<file path="src/rtl/pc_sequencer.sv">
`default_nettype none
// ---------------------------------------------------------------------------
// pc_sequencer : Hack CPU fetch/execute controller (boot, halt, step, stall)
// Revision 1.0
// ---------------------------------------------------------------------------
module pc_sequencer #(
  parameter int BOOT_CYCLES = 2
) (
  input  logic        clk,
  input  logic        reset,
  input  logic        run,
  input  logic        step,
  input  logic        rom_ack,
  input  logic [15:0] rom_data,
  input  logic        zr,
  input  logic        ng,
  input  logic        mem_busy,
  output logic        rom_req,
  output logic [15:0] instr,
  output logic        exec_en,
  output logic        pc_reset,
  output logic        pc_load,
  output logic        pc_inc,
  output logic        halted,
  output logic [15:0] retired
);

  typedef enum logic [1:0] {
    BOOT  = 2'd0,
    HALT  = 2'd1,
    FETCH = 2'd2,
    EXEC  = 2'd3
  } state_t;

  localparam logic [3:0] BOOT_LAST = 4'(BOOT_CYCLES - 1);

  state_t     state;
  logic [3:0] boot_cnt;
  logic       step_flag;
  logic       commit;
  logic       jump;

  assign pc_reset = reset | (state == BOOT);
  assign commit   = ~reset & (state == EXEC) & ~mem_busy;
  assign jump     = instr[15] & ((instr[2] & ng) | (instr[1] & zr) |
                                 (instr[0] & ~ng & ~zr));
  assign exec_en  = commit;
  assign pc_load  = commit & jump;
  assign pc_inc   = commit & ~jump;

  // rom_req and halted are registered from the next-state decision.
  always_ff @(posedge clk or posedge reset) begin
    if (reset) begin
      state     <= BOOT;
      boot_cnt  <= 4'd0;
      instr     <= 16'h0000;
      rom_req   <= 1'b0;
      halted    <= 1'b0;
      retired   <= 16'h0000;
      step_flag <= 1'b0;
    end else begin
      case (state)
        BOOT: begin
          boot_cnt <= boot_cnt + 4'd1;
          if (boot_cnt == BOOT_LAST) begin
            if (run) begin
              state   <= FETCH;
              rom_req <= 1'b1;
            end else begin
              state  <= HALT;
              halted <= 1'b1;
            end
          end
        end
        HALT: begin
          if (run) begin
            state   <= FETCH;
            rom_req <= 1'b1;
            halted  <= 1'b0;
          end else if (step) begin
            state     <= FETCH;
            rom_req   <= 1'b1;
            halted    <= 1'b0;
            step_flag <= 1'b1;
          end
        end
        FETCH: begin
          if (rom_ack) begin
            instr   <= rom_data;
            state   <= EXEC;
            rom_req <= 1'b0;
          end
        end
        EXEC: begin
          if (!mem_busy) begin
            retired <= retired + 16'd1;
            if (run && !step_flag) begin
              state   <= FETCH;
              rom_req <= 1'b1;
            end else begin
              state     <= HALT;
              halted    <= 1'b1;
              step_flag <= 1'b0;
            end
          end
        end
        default: state <= BOOT;
      endcase
    end
  end

endmodule
`default_nettype wire

</file>
<file path="config.mk">
export PLATFORM = sky130hd
export DESIGN_NAME = pc_sequencer
export DESIGN_NICKNAME = d
export VERILOG_FILES = /design/src/rtl/pc_sequencer.sv
export SDC_FILE = /design/constraint.sdc
export NUM_CORES = 1
export LEC_CHECK = 0
export CORE_ASPECT_RATIO = 0.5
export CORE_MARGIN = 2
export CORE_UTILIZATION = 45
export CTS_CLUSTER_DIAMETER = 150
export DETAILED_ROUTE_END_ITERATION = 7
export PLACE_DENSITY = 0.79
export SYNTH_ARGS = -nofsm -noshare
export SYNTH_HDL_FRONTEND = slang
export SYNTH_SLANG_ARGS = --single-unit
</file>
<file path="constraint.sdc">
create_clock -name clk -period 2 [get_ports clk]
set_input_delay 0.3 -clock clk [delete_from_list [all_inputs] [get_ports clk]]
set_output_delay 0.3 -clock clk [all_outputs]
set_load 0.05 [all_outputs]
</file>
Word-level counts from Yosys, hierarchy flattened
Index checks and enable logic that the tools add are counted. Widths: inputs -> output; s select.

Register bits: 41. Bits of input ports: 24. Output and inout port bits: 38. Word-level logic and storage cells: 78.

Add/subtract/negate cells: 2. Equal/unequal tests: 14. Multiplexer cells: 27. Bitwise gates (word level): 17. Reductions and logical operators: 11.

Operator list (count): $add 16x1->16 const B (1); $mux 1 (16); $mux 2 (7); $ne 2x2->1 const B (7); $reduce_and 6->1 (2); $and 1x1->1 (9); $pmux 2 s4 (1); $not 1->1 (5); $reduce_and 5->1 (1); $add 4x1->4 const B (1); $eq 2x2->1 const B (2); $eq 4x1->1 const B (1); $ne 2x1->1 const B (2); $pmux 1 s4 (1); $reduce_and 2->1 (2); $reduce_and 4->1 (1); $ne 3x3->1 const B (1); $or 1x1->1 (3); $pmux 1 s3 (1); $reduce_bool 3->1 (1); $eq 2x1->1 const B (1); $logic_not 2->1 (1); $pmux 1 s2 (1); $reduce_bool 2->1 (1); other kinds (2) (2).

Depth between registers and ports, before layout
Depth after elaboration: 7. Mapped depth: 6. Gate-level depth less buffers: 6.

Least setup slack after synthesis
No wires, ideal clock.

Path type: flip-flop to output port. Start point: reg instr[0]. End point: out pc_load. Arrival: 2006 ps. Required time: 1700 ps. Setup slack: -306 ps. Cell stages (with the launch flop): 4. Path buffers: 0. Cells stage by stage: dfrtp_1 > nor3b_1 > o21ai_0 > nor3_1.

Word-level cells in the longest chain between the ends: 5.

Ends and longest elaborated chain: start, declared (RTL line 19) `output logic [15:0] instr,`; start signal, assigned (RTL line 89) `instr <= rom_data;`; $and 1x1->1 (2 in a row) (RTL line 46) `(instr[0] & ~ng & ~zr));`; $or 1x1->1 (RTL line 45) `assign jump = instr[15] & ((instr[2] & ng) | (instr[1] & zr) |`; $and 1x1->1 (RTL line 45); $and 1x1->1 (RTL line 48) `assign pc_load = commit & jump;`; end, declared (RTL line 22) `output logic pc_load,`.

No other way between the ends.

Final worst setup path
Start point: in ng. End point: out pc_inc.

Word-level cells in the longest chain between the ends: 7. Elaborated cells between the ends (all ways): 9. Classes of those cells: 9 x bitwise.

Ends and longest elaborated chain: start, declared (RTL line 16) `input logic ng,`; $not 1->1 (RTL line 46); $and 1x1->1 (2 in a row) (RTL line 46); $or 1x1->1 * (RTL line 45); $and 1x1->1 * (RTL line 45); $not 1->1 * (RTL line 49) `assign pc_inc = commit & ~jump;`; $and 1x1->1 * (RTL line 49); end, declared (RTL line 23) `output logic pc_inc,`.

Mark *: on every way between the ends. The rest lies on a longest branch, timed or not.

==> results.ini <==
[yosys]
postSynthAreaPerCell_um2 = 12.3
yosys-top-cells-area = dfrtp_1 55%, mux2_2 9.7%, xnor2_1 7.6%
ys_seq_elements = 41
syn_area_mm2 = 0.00186
ys_warn_count = 0
synth_flop_cell = dfrtp_1
synth_common_cells = 41 x dfrtp_1, 16 x mux2_2, 16 x xnor2_1, 10 x nand2_1, 9 x nor2_1
synth_fp_nets = 178
yosysMostFrequentCell = dfrtp_1
synth-edff-count = 0
synth_cell_types = 37
synthCells = 151
synth_largest_area_cell = dfrtp_1
synth_seq_area_share_pct = 55.3
async_flop_share_pct = 100
synth_top_area_share_pct = 55.3

[route]
vias_per_cell = 4.96
wirelength_um = 3790
antenna_left = 0
first_pass_iters = 4
via_count = 1363
route.detailed.drc = 0
drtIter0Drc = 26
wl_per_cell_um = 13.8

[setup_path]
crit_path_max_fanout = 2
worst-r2r-setup-slack_ps = 430
crit_path_start_kind = primary input
r2r_cells = 6
crit_type = primary input to primary output
cp.buffers_inverters = 3
worstPathArrival_ps = 1640
worstSetupEndpointType = primary output
worstPathCellList = clkdlybuf4s50_1 -> a22o_1 -> o21ai_0 -> buf_4 -> and2_1 -> buf_12
slowest_delay_ps = 420
cpMaxStageDelayCell = clkdlybuf4s50_1
cp.required_ps = 1700
path_depth = 6
cp_top_family = buffers and inverters

[sta]
min_period_ps = 1940
setup_tns_ps = 0
fin_crit_sh_pct = 96.9
tightest_slew_ps = 515
slew_headroom_pct = 65.6
fin_worst_skew_ps = 3.31
hold_ws_ps = 470
finalHoldViolations = 0
slew_viol_final = 0
max_freq_ghz = 0.516
worst_slack_ps = 61.2
setup_viol = 0
rsz0062_at_grt = no

[placement]
preCtsSetupSlack_ps = 25.4
gp_congestion = 0.786
io_buffers = 61
dp_hpwl_um = 2860

[global_route]
grt_max_degree = 42
first_global_vias = 1365
track_usage_pct = 18.3
grt_first_pass_wirelength_um = 6610
grt_antenna_before_repair = 0
grt-ovfl-total = 0

[layout]
drive_above_1_share_pct = 20.8
final_util_pct = 68.6
area_growth_pct = 45.1
regArea_mm2 = 0.00103
fin_nets = 247
multi_input_area_um2 = 792
fillers = 303
n_antenna_cell = 0

[power]
total_leakage_power_uw = 0.00114
ir_drop_uv = 844
total_power_uw = 4240
powerDensity_mw_per_mm2 = 1570

[clock_tree]
clockRootBuffer = clkbuf_8
clk_pin_slew_ps = 80
cts_made_buffers = 5
clockBufferDepth = 2
insertion_delay_ps = 290
h-tree-depth = 2
cts_tree = done
cts.sinks = 41

[worst_hold_path]
whs_path_depth = 1
hold_class = register to register

[floorplanning]
dieArea_mm2 = 0.00468
ios = 62
die_y_um = 49.4
core-area_mm2 = 0.00392
die_w_um = 94.8
start_util_pct = 47.3
num_rows = 16

[run]
maxCapViolCount = 0

[outcome]
outcome = complete, no violations

==> where the power goes <==
group          switching, uW  internal (uW)
logic                   1350            897
clock network            270            312
registers                270           1130
total                   1890           2340
==> logic make-up after synthesis <==
logic type,synth area share [%]
and+or+nand+nor,16.3
DFF,55.3
xor gates and xnor gates,8.50
muxes,9.71
AOI/OAI and AO/OA,5.73
buffers and inverters,2.43
adders and majority gates,2.02
==> cells in the final DEF (no fill, tap or decap), types with 6 or more instances in the layout <==
master / instances
nand3_1: 7
nand2_1: 10
clkbuf_8: 7
clkdlybuf4s50_1: 57
mux2_2: 16
nand4_1: 6
xnor2_1: 16
nor2_1: 8
dfrtp_1: 39
==> routing by layer <==
layer | wire, um | global-route usage, %
met5 | 0 | 0
met4 | 27 | 5.07
met3 | 126 | 4.95
met2 | 1940 | 29.9
met1 | 1700 | 24.1
==> final cells by class <==
cell class / instances / area share (%)
Sequential cell: 41 / 38.2
Clock inverter: 1 / 0.186
Inverter: 5 / 0.836
Multi-Input combinational cell: 102 / 29.4
Clock buffer: 7 / 3.58
Timing Repair Buffer: 65 / 25.3
Tap cell: 54 / 2.51
==> through the flow <==
stage | instances | area, um^2
after detailed placement | 267 | 2590
final | 275 | 2690
after global placement | 267 | 2590
after CTS | 275 | 2690
after global routing | 275 | 2690
after floorplan | 151 | 1870
==> state kept, by name, summed over array words and instances, names as in the netlist <==
| signal | flops |
|---|---|
| step_flag | 1 |
| halted | 1 |
| boot_cnt | 4 |
| rom_req | 1 |
| retired | 16 |
| instr | 16 |
| state | 2 |
==> worst register-to-register path, cell delays in order (launching register included) <==
cell and delay [ps]:
dfrtp_1 410, inv_1 70, ha_1 140, nor3b_1 310
o21ai_2 120, a221oi_1 260, a2bb2oi_1 180
==> repair_timing <==
action                                  in CTS  in global routing
hold buffers                                 0                  0
resized for setup                            0                  2
endpoints found under the hold margin        0                  0
setup buffers                                0                  0
endpoints found under the setup margin       0                  1
==> worst paths after layout <==
path	to	from
max	pc_inc	ng
min	retired[15]	retired[15]
max reg2reg	halted	boot_cnt[1]
min reg2reg	retired[15]	retired[15]
max in group asynchronous	state[0]	reset
min in group asynchronous	instr[2]	reset
Note: power is estimated with default switching activity, not from simulation.
